$ cat src/rtl/pipe_perf_pkg.sv
// Shared types and constants for the pipeline performance monitor.
package pipe_perf_pkg;

  typedef enum logic [1:0] {
    ST_IDLE = 2'd0,
    ST_RUN  = 2'd1,
    ST_DONE = 2'd2
  } perf_state_e;

  localparam int DEF_CNT_W       = 32;
  localparam int DEF_CYCLE_LIMIT = 30;

  // Largest value a counter of the given width can hold, widened to 64 bits.
  function automatic logic [63:0] sat_max(input int width);
    if (width >= 64) return '1;
    return (64'd1 << width) - 64'd1;
  endfunction

endpackage

$ cat src/rtl/pipe_perf_sat_cnt.sv
// Saturating event counter: increments on inc_i, sticks at all-ones, clears on clr_i.
module pipe_perf_sat_cnt
  import pipe_perf_pkg::*;
#(
  parameter int CNT_W = DEF_CNT_W
) (
  input  logic             clk_i,
  input  logic             rst_i,
  input  logic             clr_i,
  input  logic             inc_i,
  output logic [CNT_W-1:0] cnt_o,
  output logic [CNT_W-1:0] nxt_o
);

  logic [CNT_W-1:0] cnt_q, cnt_d;

  always_comb begin
    cnt_d = cnt_q;
    if (inc_i && (cnt_q != '1)) cnt_d = cnt_q + CNT_W'(1);
  end

  always_ff @(posedge clk_i or posedge rst_i) begin
    if (rst_i)      cnt_q <= '0;
    else if (clr_i) cnt_q <= '0;
    else            cnt_q <= cnt_d;
  end

  // nxt_o lets the parent capture the final count on the same edge it is made.
  assign cnt_o = cnt_q;
  assign nxt_o = cnt_d;

endmodule

$ cat src/rtl/pipe_perf_monitor.sv
// Pipeline performance monitor: run/stall/flush/retire counters with snapshot/ack.
// Define PERF_HIST_EN to add the retire-PC history buffer and its read port.
module pipe_perf_monitor
  import pipe_perf_pkg::*;
#(
  parameter int CNT_W       = DEF_CNT_W,
  parameter int CYCLE_LIMIT = DEF_CYCLE_LIMIT,
  parameter int PC_W        = 32,
  parameter int HIST_DEPTH  = 4
) (
  input  logic             clk_i,
  input  logic             rst_i,
  input  logic             start_i,
  input  logic             stall_i,
  input  logic             flush_i,
  input  logic             retire_i,
  input  logic [PC_W-1:0]  retire_pc_i,
  input  logic             clr_i,
  input  logic             snap_req_i,
  output logic             snap_ack_o,
  output logic [CNT_W-1:0] cycle_cnt_o,
  output logic [CNT_W-1:0] stall_cnt_o,
  output logic [CNT_W-1:0] flush_cnt_o,
  output logic [CNT_W-1:0] retire_cnt_o,
  output logic             running_o,
  output logic             done_o
`ifdef PERF_HIST_EN
  ,
  input  logic [$clog2(HIST_DEPTH)-1:0] hist_idx_i,
  output logic [PC_W-1:0]               hist_pc_o
`endif
);

  localparam logic [63:0] LIMIT = 64'(CYCLE_LIMIT);
  // A limit the cycle counter can never reach disables auto-stop entirely.
  localparam bit LIMIT_ON = (CYCLE_LIMIT != 0) && (LIMIT <= sat_max(CNT_W));

  perf_state_e state_q, state_d;
  logic        in_run, limit_hit;
  logic [CNT_W-1:0] cyc_q, stl_q, fls_q, ret_q;
  logic [CNT_W-1:0] cyc_n, stl_n, fls_n, ret_n;
  logic [CNT_W-1:0] cyc_snap_q, stl_snap_q, fls_snap_q, ret_snap_q;
  logic snap_ack_q, running_q, done_q;

  assign in_run    = (state_q == ST_RUN);
  assign limit_hit = LIMIT_ON && in_run && (64'(cyc_q) == LIMIT - 64'd1);

  pipe_perf_sat_cnt #(.CNT_W(CNT_W)) u_cyc (.clk_i(clk_i), .rst_i(rst_i), .clr_i(clr_i),
    .inc_i(in_run), .cnt_o(cyc_q), .nxt_o(cyc_n));
  pipe_perf_sat_cnt #(.CNT_W(CNT_W)) u_stl (.clk_i(clk_i), .rst_i(rst_i), .clr_i(clr_i),
    .inc_i(in_run && stall_i), .cnt_o(stl_q), .nxt_o(stl_n));
  pipe_perf_sat_cnt #(.CNT_W(CNT_W)) u_fls (.clk_i(clk_i), .rst_i(rst_i), .clr_i(clr_i),
    .inc_i(in_run && flush_i), .cnt_o(fls_q), .nxt_o(fls_n));
  pipe_perf_sat_cnt #(.CNT_W(CNT_W)) u_ret (.clk_i(clk_i), .rst_i(rst_i), .clr_i(clr_i),
    .inc_i(in_run && retire_i), .cnt_o(ret_q), .nxt_o(ret_n));

  // Reaching the limit wins over start_i dropping on the same edge.
  always_comb begin
    state_d = state_q;
    case (state_q)
      ST_IDLE: if (start_i) state_d = ST_RUN;
      ST_RUN: begin
        if (limit_hit)     state_d = ST_DONE;
        else if (!start_i) state_d = ST_IDLE;
      end
      ST_DONE: state_d = ST_DONE;
      default: state_d = ST_IDLE;
    endcase
  end

  always_ff @(posedge clk_i or posedge rst_i) begin
    if (rst_i) begin
      state_q    <= ST_IDLE;
      snap_ack_q <= 1'b0;
      running_q  <= 1'b0;
      done_q     <= 1'b0;
      cyc_snap_q <= '0;
      stl_snap_q <= '0;
      fls_snap_q <= '0;
      ret_snap_q <= '0;
    end else if (clr_i) begin
      state_q    <= ST_IDLE;
      snap_ack_q <= 1'b0;
      running_q  <= 1'b0;
      done_q     <= 1'b0;
      cyc_snap_q <= '0;
      stl_snap_q <= '0;
      fls_snap_q <= '0;
      ret_snap_q <= '0;
    end else begin
      state_q    <= state_d;
      snap_ack_q <= snap_req_i || limit_hit;
      running_q  <= (state_d == ST_RUN);
      done_q     <= (state_d == ST_DONE);
      // The auto snapshot on DONE entry includes the final cycle's increments.
      if (limit_hit) begin
        cyc_snap_q <= cyc_n;
        stl_snap_q <= stl_n;
        fls_snap_q <= fls_n;
        ret_snap_q <= ret_n;
      end else if (snap_req_i) begin
        cyc_snap_q <= cyc_q;
        stl_snap_q <= stl_q;
        fls_snap_q <= fls_q;
        ret_snap_q <= ret_q;
      end
    end
  end

  assign snap_ack_o   = snap_ack_q;
  assign running_o    = running_q;
  assign done_o       = done_q;
  assign cycle_cnt_o  = cyc_snap_q;
  assign stall_cnt_o  = stl_snap_q;
  assign flush_cnt_o  = fls_snap_q;
  assign retire_cnt_o = ret_snap_q;

`ifdef PERF_HIST_EN
  localparam int HIW = $clog2(HIST_DEPTH);

  logic [PC_W-1:0] hist_q [HIST_DEPTH];
  logic [HIW-1:0]  wr_ptr_q;

  always_ff @(posedge clk_i or posedge rst_i) begin
    if (rst_i) begin
      for (int i = 0; i < HIST_DEPTH; i++) hist_q[i] <= '0;
      wr_ptr_q <= '0;
    end else if (clr_i) begin
      for (int i = 0; i < HIST_DEPTH; i++) hist_q[i] <= '0;
      wr_ptr_q <= '0;
    end else if (in_run && retire_i) begin
      hist_q[wr_ptr_q] <= retire_pc_i;
      wr_ptr_q         <= wr_ptr_q + HIW'(1);
    end
  end

  // wr_ptr_q points at the next free slot, so the newest entry sits one below it.
  assign hist_pc_o = hist_q[wr_ptr_q - HIW'(1) - hist_idx_i];
`else
  logic unused_hist;
  assign unused_hist = ^retire_pc_i;
`endif

endmodule

$ cat config.mk
export PLATFORM = sky130hd
export DESIGN_NAME = pipe_perf_monitor
export DESIGN_NICKNAME = d
export VERILOG_FILES = /design/src/rtl/pipe_perf_pkg.sv /design/src/rtl/pipe_perf_sat_cnt.sv /design/src/rtl/pipe_perf_monitor.sv
export SDC_FILE = /design/constraint.sdc
export NUM_CORES = 1
export LEC_CHECK = 0
export CORE_ASPECT_RATIO = 0.75
export CORE_MARGIN = 2
export CORE_UTILIZATION = 35
export DETAILED_ROUTE_END_ITERATION = 10
export HOLD_SLACK_MARGIN = 0.1
export PLACE_DENSITY_LB_ADDON = 0.3
export SLEW_MARGIN = 20
export SYNTH_ARGS = -nofsm -noshare
export SYNTH_HDL_FRONTEND = slang
export SYNTH_SLANG_ARGS = --single-unit
$ cat constraint.sdc
create_clock -name clk_i -period 10.6 [get_ports clk_i]
set_clock_uncertainty 0.2 [all_clocks]
set_input_delay 1.59 -clock clk_i [delete_from_list [all_inputs] [get_ports clk_i]]
set_output_delay 1.59 -clock clk_i [all_outputs]
set_load 0.1 [all_outputs]
# Word level (Yosys, flattened, before mapping)
# Index checks and enable logic that the tools add are counted.
totals:
  register_bits: 261
  latchBits: 0
  ram_bits: 0
  romBits: 0
  in_bits: 40
  output_inout_bits: 131
  wordCells: 64
  n_memories: 0
classes:
  add_sub_neg: 4
  multipliers: 0
  n_div: 0
  magnitude_cmp: 0
  n_eq_ne: 9
  shifts: 0
  muxes: 28
  bitwise: 0
  n_reduce_logical: 11
op_table:
  columns: ["op", "n"]
  rows:
  - ["32-bit two-way mux", 20]
  - ["32-bit by 1-bit adder with 32-bit output, second input constant", 4]
  - ["32-bit inequality test, second input constant", 4]
  - ["32-bit by 5-bit equality test with 1-bit output, second input constant", 1]
  - ["1-bit logical AND", 8]
  - ["2-bit two-way mux", 4]
  - ["2-bit one-hot mux with 3 select lines", 1]
  - ["2-bit by 1-bit equality test with 1-bit output, second input constant", 2]
  - ["2-bit equality test, second input constant", 2]
  - ["1-bit two-way mux", 3]
  - ["3-bit nonzero test", 1]
  - ["2-bit zero test", 1]
  - ["1-bit logical OR", 1]

# Depth between registers and ports, before layout
# Gate-level depths: netlist of the first run.
logic_depth:
  word_depth: 6
  ltp_mapped: 11
  depth_no_buf: 8

# Hierarchy
# A second synthesis of the first run with hierarchy kept.
unflattened:
  cells_unflattened: 1517
  hier_area_um2: 14747.9
by_module_without_submodules:
  columns: ["mod", "instances", "cells_each", "area_per_inst_um2", "seq_area_each_um2"]
  rows:
  - ["pipe_perf_sat_cnt", 4, 221, 2020.7, 800.8]
  - ["pipe_perf_monitor", 1, 633, 6665.1, 3328.2]

# Worst setup path before layout of the first run
# No wires, ideal clock.
synth_path:
  kind: "input to register"
  startpoint: "input port retire_i"
  endpoint: "register ret_snap_q[25], in the netlist retire_cnt_o[25]"
  setup_ns: 0.082
  arrival_ns: 3.174
  required_time_ns: 10.318
  setup_slack_ns: 7.144
  path_stages: 6
  path_buffers: 0
  cell_sequence: "nand3b_1 > or3_1 > a211oi_1 > nand2_1 > or4b_1 > a31oi_1"
synth_via:
  elab_chain_len: 5
synth_lines:
  columns: ["item", "line", "source"]
  rows:
  - ["start: declaration", "pipe_perf_monitor.sv:16", "input logic retire_i,"]
  - ["1-bit logical AND", "pipe_perf_monitor.sv:55", ".inc_i(in_run && retire_i), .cnt_o(ret_q), .nxt_o(ret_n));"]
  - ["1-bit logical AND", "pipe_perf_sat_cnt.sv:19", "if (inc_i && (cnt_q != '1)) cnt_d = cnt_q + CNT_W'(1);"]
  - ["32-bit two-way mux", "pipe_perf_sat_cnt.sv:19", null]
  - ["32-bit two-way mux", "pipe_perf_monitor.sv:96", "if (limit_hit) begin"]
  - ["32-bit two-way mux", "pipe_perf_monitor.sv:81", "end else if (clr_i) begin"]
  - ["end signal: assignment", "pipe_perf_monitor.sv:100", "ret_snap_q <= ret_n;"]
  - ["end signal: assignment", "pipe_perf_monitor.sv:105", "ret_snap_q <= ret_q;"]
  - ["end: declaration", "pipe_perf_monitor.sv:42", "logic [CNT_W-1:0] cyc_snap_q, stl_snap_q, fls_snap_q, ret_snap_q;"]
# No other way between the ends.
# A chain may end at the register's enable or synchronous reset.

# Worst setup path in the final report of the first run
layout_path:
  startpoint: "register u_cyc.cnt_q[0], in the netlist u_cyc.cnt_o[0]"
  endpoint: "register stl_snap_q[25], in the netlist stall_cnt_o[25]"
layout_via:
  elab_chain_len: 4
  word_cells_on_any_way: 5
  cone_classes: "eq/ne (1); mux (2); reduce/logical (2)"
layout_lines:
  columns: ["item", "line", "source"]
  rows:
  - ["start: declaration", "pipe_perf_sat_cnt.sv:15", "logic [CNT_W-1:0] cnt_q, cnt_d;"]
  - ["start signal: assignment", "pipe_perf_sat_cnt.sv:25", "else cnt_q <= cnt_d;"]
  - ["32-bit by 5-bit equality test with 1-bit output (*)", "pipe_perf_monitor.sv:46", "assign limit_hit = LIMIT_ON && in_run && (64'(cyc_q) == LIMIT - 64'd1);"]
  - ["1-bit logical AND (*)", "pipe_perf_monitor.sv:46", null]
  - ["32-bit two-way mux", "pipe_perf_monitor.sv:96", null]
  - ["32-bit two-way mux", "pipe_perf_monitor.sv:81", null]
  - ["end signal: assignment", "pipe_perf_monitor.sv:98", "stl_snap_q <= stl_n;"]
  - ["end signal: assignment", "pipe_perf_monitor.sv:103", "stl_snap_q <= stl_q;"]
  - ["end: declaration", "pipe_perf_monitor.sv:42", null]
# Mark *: on every way between the ends. The rest lies on a longest branch, timed or not.

==> flow_metrics.py, run 1 <==
metrics = {
    "clocking": {
        "postCtsSetupRepairBufs": 0,
        "cts-buffers-inserted": 29,
        "cts_tree": "built",
        "root_buffer": "clkbuf_16",
        "path_clk_slew_ns": 0.06,
        "insertion_delay_ns": 0.56,
        "cts_max_level": 1,
        "cts_resized": 0,
        "postCtsHoldBufs": 0,
        "cts_max_path_buffers": 3,
        "clock_sinks": 261,
    },
    "floorplan": {
        "dieArea_um2": 40900,
        "fp.dieH_um": 176,
        "fp.dieW_um": 233,
        "core_area_um2": 38600,
        "rows": 62,
        "initial_core_util": 0.357,
        "io_pins": 171,
    },
    "worst_setup_path": {
        "cp.arrival_ns": 4.30,
        "critPathLaunchType": "flip-flop",
        "crit_required_ns": 10.85,
        "r2r_cells": 8,
        "critical_path_class": "flip-flop to flip-flop",
        "worst-path-max-fanout": 71,
        "endpoint_kind": "flip-flop",
    },
    "final_layout": {
        "fin_nets": 1632,
        "n_fill_cell": 3749,
        "multi_input_area_um2": 6840,
        "syn2layout_area_growth_pct": 19.7,
        "final_cell_mix": "dfrtp_1, nor2_1, clkdlybuf4s50_1",
        "regArea_um2": 6530,
        "layout_commonest_cell": "dfrtp_1",
        "n_antenna_cell": 0,
        "drive_gt1_frac": 0.0493,
    },
    "job": {
        "max_cap_viol_count": 0,
    },
    "power_and_ir_drop": {
        "p_int_mw": 1.58,
        "ir_worst_vdd_mv": 0.110,
        "swShare": 0.245,
        "clkPwrFrac": 0.462,
        "cellPowerDensity_nw_per_um2": 127,
        "p_leak_nw": 6.38,
        "pwr-share-seq": 0.481,
        "switching_power_mw": 0.512,
        "power_frac_comb": 0.057,
    },
    "sta": {
        "fmax_mhz": 247,
        "worst_pin_slew_ns": 1.07,
        "fin_ws_ns": 6.55,
        "finalSetupViolCount": 0,
        "hold_viol": 0,
        "maxSlewViolCount": 0,
        "tns_ns": 0,
        "fin_crit_ns": 4.05,
        "grt_setup_unrepaired": "false",
        "timing.slew.headroom": 0.284,
        "period_share": 0.383,
    },
    "synth": {
        "syn_area_um2": 13800,
        "synth-edff-count": 0,
        "ys_seq_area_frac": 0.475,
        "synth.avg_cell_area_um2": 9.12,
        "ys_ff_latch": 261,
        "ys_warn_count": 0,
        "synth_ff_type": "dfrtp_1",
        "syn_nets": 1553,
        "ys_types": 67,
        "synth-async-reset-ratio": 1.00,
        "synthCells": 1508,
    },
    "global_routing": {
        "grt_max_degree": 147,
        "first_global_vias": 11200,
        "grt.overflow.total": 0,
        "grt_usage": 0.194,
        "grt_first_pass_wirelength_um": 64200,
        "antenna_found_initial": 0,
    },
    "placed_design": {
        "io_buffers": 138,
        "hpwl_um": 25400,
        "gp_congestion": 0.845,
        "dp_slack_ns": 6.14,
    },
    "detailed_routing": {
        "drt_iter0_markers": 1236,
        "via_per_inst": 5.63,
        "vias": 11900,
        "firstDrtPassIters": 5,
        "drcViolationCount": 0,
        "postRouteAntennaNets": 0,
        "routed_wl_um": 39900,
        "wl_per_cell_um": 18.9,
    },
    "outcome": {
        "status": "completed",
    },
    "min_path": {
        "hp-class": "flip-flop to flip-flop",
        "whs_path_depth": 2,
    },
}
cell type report:
cell class                 instances  area share
multi-input combinational       1130       0.415
timing repair buffer             153      0.0913
clock inverter                     6     0.00205
clock buffer                      42      0.0525
inverter                          12     0.00319
sequential                       261       0.397
tap                              512      0.0389
state kept, by name, summed over array words and instances (netlist names):
name,flops
cycle_cnt_o,32
flush_cnt_o,32
retire_cnt_o,32
stall_cnt_o,32
u_cyc.cnt_o,32
u_fls.cnt_o,32
u_ret.cnt_o,32
u_stl.cnt_o,32
state_q,2
done_o,1
running_o,1
snap_ack_o,1
routing by layer:
metal  up-vias  wire length, µm  global-route usage  part of all wire
li1       5642                -                   -                 -
met1      5902            19500               0.296              0.49
met2       314            17700               0.291              0.44
met3        57             1910              0.0256             0.048
met4         0              864              0.0438             0.022
met5         -                0                   0                 0
worst paths after layout:
check | endpoint | from | slack [ns]
min | cycle_cnt_o[19]$_DFFE_PP0P_ | cycle_cnt_o[19]$_DFFE_PP0P_ | 0.32
min in group asynchronous | cycle_cnt_o[16]$_DFFE_PP0P_ | rst_i | 1.37
max | stall_cnt_o[25]$_DFFE_PP0P_ | u_cyc.cnt_o[0]$_DFF_PP0_ | 6.55
max in group asynchronous | u_ret.cnt_o[18]$_DFF_PP0_ | rst_i | 7.52
min reg2reg | cycle_cnt_o[19]$_DFFE_PP0P_ | cycle_cnt_o[19]$_DFFE_PP0P_ | 0.32
max reg2reg | stall_cnt_o[25]$_DFFE_PP0P_ | u_cyc.cnt_o[0]$_DFF_PP0_ | 6.55
cell usage after synthesis, drive strengths merged, types with 12 or more instances:
cell	count	area, µm²
a211oi	36	270
a21oi	69	345
a22oi	26	195
a31oi	57	357
and2	12	75.1
and3	40	250
and4	14	123
buf	14	66.3
clkbuf	91	344
dfrtp	261	6530
mux2i	31	310
nand2	103	387
nand3	84	420
nand4	45	282
nor2	205	769
nor2b	15	93.8
nor3	43	215
nor4	38	263
o21ai	48	240
or3	56	355
or4	13	97.6
xnor2	56	490
xor2	59	517
worst max-delay path, cell delays in order (launching register included):
cell	delay, ns
dfrtp_1	0.46
ha_1	0.17
nor4b_1	0.39
and4_1	0.46
nand3_4	0.57
buf_4	0.57
nand2_1	0.54
a21oi_1	0.16
a2111oi_2	0.34
kinds of logic (layout without fill, tap and decap cells):
family / count (synthesis) / count (layout) / share of synthesized area
AOI/OAI and AO/OA: 287 / 287 / 0.135
buffers and inverters: 117 / 213 / 0.0331
DFF: 261 / 261 / 0.475
adders and majority gates: 5 / 5 / 0.00455
muxes: 32 / 32 / 0.0234
and+or+nand+nor: 691 / 691 / 0.256
xor gates and xnor gates: 115 / 115 / 0.0732
power groups by stage:
stage / Sequential (mW) / Combinational (mW) / Clock [mW]
2_1_floorplan: 1.05 / 0.0585 / 0
3_3_place_gp: 1.02 / 0.120 / 0
3_5_place_dp: 1.03 / 0.121 / 0
4_1_cts: 1.01 / 0.121 / 0.991
5_1_grt: 1.01 / 0.129 / 1.03
6_report: 1.01 / 0.119 / 0.969
through the flow:
step,instance area [µm²],utilization,hold slack (ns),std cells,power (mW)
after floorplan,13800,-,0.312,1508,1.11
after global placement,15600,0.404,0.306,2068,1.14
after detailed placement,15600,0.404,0.311,2068,1.15
after CTS,16500,0.427,0.327,2116,2.12
after global routing,16500,0.427,0.341,2116,2.17
final,16500,0.427,0.323,2116,2.09
Power figures use the tool's default switching activity.
==> run 2: changes to the inputs <==
- clock period: 10.6 -> 3.6 ns (I/O delays scaled with it)
==> run 2 against run 1 <==
  * Global-route usage up 0.39 points
  * First-iteration DRC count down 16%
  * Utilization up 1.0 points
  * Die area unchanged
  * Count of clock-buffer cells in the layout down 3
  * Critical path depth unchanged
  * Total power rose to 3.1 times the previous value
  * Setup slack worse by 5.9 ns
  * Sequential cell count unchanged
  * Critical endpoint is now stall_cnt_o[21]$_DFFE_PP0P_
  * Wire length up 1.6%
  * Worst hold slack worse by 0.038 ns
  * Fmax up 37%
==> flow_metrics.py, run 2 (synthesized netlist as in run 1, its figures left out) <==
metrics = {
    "outcome": {
        "status": "completed",
    },
    "final_layout": {
        "syn2layout_area_growth_pct": 22.5,
        "layout_commonest_cell": "dfrtp_1",
        "n_antenna_cell": 0,
        "final_cell_mix": "dfrtp_1, nor2_1, clkdlybuf4s50_1",
        "postLayoutCoreUtil": 0.437,
        "fin_nets": 1663,
        "drive_gt1_frac": 0.0799,
        "stdcell_count": 2151,
    },
    "sta": {
        "finalSetupViolCount": 0,
        "maxSlewViolCount": 0,
        "grt_setup_unrepaired": "false",
        "period_share": 0.821,
        "hold_viol": 0,
        "fin_crit_ns": 2.96,
        "whs_ns": 0.285,
        "fin_ws_ns": 0.644,
        "fmax_mhz": 338,
        "tns_ns": 0,
        "worst_pin_slew_ns": 1.02,
        "timing.slew.headroom": 0.321,
    },
    "floorplan": {
        "dieArea_um2": 40900,
        "fp.dieW_um": 233,
        "rows": 62,
        "fp.dieH_um": 176,
        "initial_core_util": 0.357,
        "core_area_um2": 38600,
        "io_pins": 171,
    },
    "clocking": {
        "cts_max_level": 1,
        "path_clk_slew_ns": 0.06,
        "cts-buffers-inserted": 29,
        "clock_sinks": 261,
        "root_buffer": "clkbuf_16",
        "insertion_delay_ns": 0.55,
        "postCtsSetupRepairBufs": 0,
        "cts_resized": 0,
        "postCtsHoldBufs": 0,
        "cts_tree": "built",
        "cts_max_path_buffers": 3,
    },
    "worst_setup_path": {
        "critPathLaunchType": "flip-flop",
        "critPathMaxStageDelay_ns": 0.52,
        "cp.arrival_ns": 3.18,
        "cp.buffers_inverters": 2,
        "worst-path-max-fanout": 48,
        "crit_family": "simple AND/OR/NAND/NOR gates",
        "crit_top_cell": "nor4_1",
        "cpMaxStageDelayCell": "nor4_1",
        "crit_chain": "nor4_1, nand4_1, nor3_2, buf_12, buf_4, nand2_1, o32ai_1, nor4_1",
        "crit_required_ns": 3.82,
        "endpoint_kind": "flip-flop",
        "critical_path_class": "flip-flop to flip-flop",
    },
    "detailed_routing": {
        "via_per_inst": 5.62,
        "routed_wl_um": 40600,
        "wl_per_cell_um": 18.9,
        "postRouteAntennaNets": 0,
        "vias": 12100,
        "drt_iter0_markers": 1037,
        "drcViolationCount": 0,
        "firstDrtPassIters": 5,
    },
    "global_routing": {
        "grt_first_pass_wirelength_um": 65300,
        "grt.overflow.total": 0,
        "grt_max_degree": 89,
        "grt_usage": 0.198,
        "first_global_vias": 11500,
        "antenna_found_initial": 0,
    },
    "placed_design": {
        "io_buffers": 138,
        "gp_congestion": 0.851,
        "hpwl_um": 27000,
        "place_inst": 2099,
        "dp_slack_ns": 0.446,
    },
    "min_path": {
        "hp-class": "input port to async pin",
    },
    "power_and_ir_drop": {
        "ir_worst_vdd_mv": 0.291,
        "cellPowerDensity_nw_per_um2": 381,
        "p_leak_nw": 6.64,
    },
    "job": {
        "max_cap_viol_count": 0,
    },
}
==> run 2: final timing paths <==
kind                                              from                      endpoint  slack (ns)  cells past startpoint
max                           u_cyc.cnt_o[7]$_DFF_PP0_   stall_cnt_o[21]$_DFFE_PP0P_        0.64                      8
min                                              rst_i   cycle_cnt_o[21]$_DFFE_PP0P_        0.29                      2
max reg2reg                   u_cyc.cnt_o[7]$_DFF_PP0_   stall_cnt_o[21]$_DFFE_PP0P_        0.64                      8
min reg2reg                cycle_cnt_o[26]$_DFFE_PP0P_   cycle_cnt_o[26]$_DFFE_PP0P_        0.32                      2
max in group asynchronous                        rst_i  retire_cnt_o[26]$_DFFE_PP0P_        2.18                      3
min in group clk_i                               clr_i     u_cyc.cnt_o[16]$_DFF_PP0_        0.29                      2
==> run 2: final cells by class <==
type | instances | area [µm²]
clock buffers | 39 | 823
well taps | 512 | 641
fillers | 3704 | 21700
repair buffers | 184 | 1830
clock inverters | 13 | 148
inverters | 12 | 48.8
multi-input cells | 1130 | 6840
flip-flops and latches | 261 | 6530
==> run 2: report_power, final <==
group	total [mW]	internal, mW	switching, mW	leakage, nW
logic	0.379	0.0899	0.289	2.53
registers	2.97	2.95	0.0176	3.63
clock network	3.07	1.81	1.27	0.475
total	6.42	4.85	1.57	6.64
==> run 2: routing by layer <==
layer  part of all wire  GRT usage  vias to the layer above
met2               0.43      0.292                      352
met4              0.029     0.0541                        0
met5                  0          0                        -
met1               0.49      0.300                     5976
li1                   -          -                     5702
met3              0.055     0.0307                       69
==> run 2: worst reg2reg max path: stages (launching register included) <==
cell     delay [ns]
dfrtp_1        0.44
nor4_1         0.52
nand4_1        0.31
nor3_2         0.29
buf_12         0.30
buf_4          0.33
nand2_1        0.09
o32ai_1        0.28
nor4_1         0.08
==> run 2: stage by stage <==
stage / area (µm²) / total power, mW
after floorplan: 13800 / 3.26
after global placement: 15900 / 3.40
after detailed placement: 15900 / 3.40
after CTS: 16900 / 6.50
after global routing: 16900 / 6.64
final: 16900 / 6.42
==> run 3: changes to the inputs <==
- clock period: 3.6 -> 3 ns (I/O delays scaled with it)
==> run 3 against run 2 <==
  * Critical path type unchanged
  * Die area stayed put
  * Critical path depth is 2 lower
  * Cell area is 0.30% higher
  * Wire length is 1.7% higher
  * Setup slack worse by 0.46 ns
  * Worst hold slack better by 0.027 ns
==> flow_metrics.py, run 3 (synthesized netlist as in run 1, its figures left out) <==
metrics = {
    "placed_design": {
        "gp_congestion": 0.846,
        "dp_slack_ns": 0.0672,
        "hpwl_um": 28000,
        "io_buffers": 138,
    },
    "sta": {
        "timing.slew.headroom": 0.444,
        "fmax_mhz": 355,
        "maxSlewViolCount": 0,
        "finalSetupViolCount": 0,
        "fin_crit_ns": 2.82,
        "worst_pin_slew_ns": 0.834,
        "fin_ws_ns": 0.180,
        "hold_viol": 0,
        "grt_setup_unrepaired": "false",
        "period_share": 0.940,
    },
    "global_routing": {
        "antenna_found_initial": 0,
        "grtUsageMet3": 0.0304,
        "grt_max_degree": 79,
        "met2_usage": 0.300,
        "grt_first_pass_wirelength_um": 66200,
        "first_global_vias": 11600,
        "grt.overflow.total": 0,
        "grt_usage": 0.201,
        "met1_usage": 0.305,
        "busiest_layer": "met1",
    },
    "floorplan": {
        "rows": 62,
        "initial_core_util": 0.357,
        "io_pins": 171,
        "core_area_um2": 38600,
        "dieArea_um2": 40900,
        "fp.dieW_um": 233,
        "fp.dieH_um": 176,
    },
    "detailed_routing": {
        "drt_iter0_markers": 1097,
        "wl_per_cell_um": 18.8,
        "firstDrtPassIters": 8,
        "drcViolationCount": 0,
        "postRouteAntennaNets": 0,
        "vias": 12300,
        "routed_wl_um": 41300,
        "via_per_inst": 5.59,
    },
    "worst_setup_path": {
        "endpoint_kind": "flip-flop",
        "cp.buffers_inverters": 1,
        "critical_path_class": "flip-flop to flip-flop",
        "crit_chain": "nor4_1, and4_1, nand3_4, buf_12, or4b_1, a31oi_1",
        "crit_family": "simple AND/OR/NAND/NOR gates",
        "cpMaxStageDelayCell": "or4b_1",
        "critPathLaunchType": "flip-flop",
        "critPathMaxStageDelay_ns": 0.52,
        "cp.arrival_ns": 3.09,
        "crit_required_ns": 3.27,
        "worst-path-max-fanout": 51,
    },
    "clocking": {
        "insertion_delay_ns": 0.56,
        "cts_tree": "built",
        "clock_sinks": 261,
        "root_buffer": "clkbuf_16",
        "postCtsSetupRepairBufs": 0,
        "cts_max_path_buffers": 3,
        "cts_max_level": 1,
        "path_clk_slew_ns": 0.06,
        "cts-buffers-inserted": 29,
    },
    "min_path": {
        "hp-class": "input port to flip-flop",
    },
    "final_layout": {
        "final_cell_mix": "dfrtp_1, buf_4, nor2_1",
        "fin_nets": 1710,
        "regArea_um2": 6530,
        "drive_gt1_frac": 0.171,
        "n_antenna_cell": 0,
        "syn2layout_area_growth_pct": 22.9,
        "layout_commonest_cell": "dfrtp_1",
        "postLayoutCoreUtil": 0.439,
        "n_fill_cell": 3698,
        "multi_input_area_um2": 6870,
    },
    "power_and_ir_drop": {
        "cellPowerDensity_nw_per_um2": 440,
        "p_leak_nw": 7.08,
        "ir_worst_vdd_mv": 0.378,
    },
    "job": {
        "max_cap_viol_count": 0,
    },
    "outcome": {
        "status": "completed",
    },
}
run 3: cell count changes in the layout (fill, tap and decap cells not counted), sizes merged:
cell	before	now
clkinv	8	5
dlygate4sd3	0	2
clkinvlp	4	1
buf	65	224
bufinv	3	0
clkbuf	39	45
clkdlybuf4s50	119	5
run 3: final timing paths:
| check | from | end | slack, ns | depth (start not counted) |
|---|---|---|---|---|
| max in group asynchronous | rst_i | retire_cnt_o[14]$_DFFE_PP0P_ | 1.18 | 5 |
| setup / recovery | u_cyc.cnt_o[9]$_DFF_PP0_ | retire_cnt_o[25]$_DFFE_PP0P_ | 0.18 | 6 |
| setup reg to reg | u_cyc.cnt_o[9]$_DFF_PP0_ | retire_cnt_o[25]$_DFFE_PP0P_ | 0.18 | 6 |
| hold reg to reg | cycle_cnt_o[17]$_DFFE_PP0P_ | cycle_cnt_o[17]$_DFFE_PP0P_ | 0.33 | 2 |
| hold / removal | snap_req_i | cycle_cnt_o[5]$_DFFE_PP0P_ | 0.31 | 4 |
| min in group asynchronous | rst_i | cycle_cnt_o[21]$_DFFE_PP0P_ | 0.64 | 3 |
run 3: where the power goes:
part / internal [mW] / switching, mW / leakage, nW
clock: 1.94 / 1.46 / 0.434
sequential: 3.54 / 0.0180 / 3.63
combinational: 0.122 / 0.355 / 3.02
run 3: worst min-delay path: stages:
cell and delay (ns):
buf_2 0.11, buf_4 0.22, a22oi_1 0.11, a21oi_1 0.12
run 3: final cells by class:
cell class,instances,area share
inverter,12,0.00289
sequential,261,0.386
clock buffer,45,0.0506
timing repair buffer,231,0.115
clock inverter,4,0.00141
multi-input combinational,1130,0.406
tap,512,0.0379
run 3: metrics by stage:
step / instance area, µm² / setup TNS [ns] / hold slack (ns) / power (mW) / cells
6_report: 16900 / 0 / 0.312 / 7.43 / 2195
5_1_grt: 16900 / 0 / 0.324 / 7.71 / 2195
4_1_cts: 16900 / 0 / 0.293 / 7.54 / 2195
3_5_place_dp: 16000 / 0 / 0.318 / 4.10 / 2144
3_3_place_gp: 16000 / 0 / 0.308 / 4.10 / 2144
2_1_floorplan: 13800 / -284.90 / 0.312 / 3.91 / 1508
run 3: routing by layer:
metal  up-vias  routed length, µm
li1       5790                  -
met2       374              18100
met3        56               2450
met1      6050              20000
met4         0                741
met5         -                  0
run 3: timing repair:
item	4_1_cts	5_1_grt
hold buffers	2	0
endpoints found under the hold margin	16	0
setup endpoints to repair	0	33
resized for setup	0	6
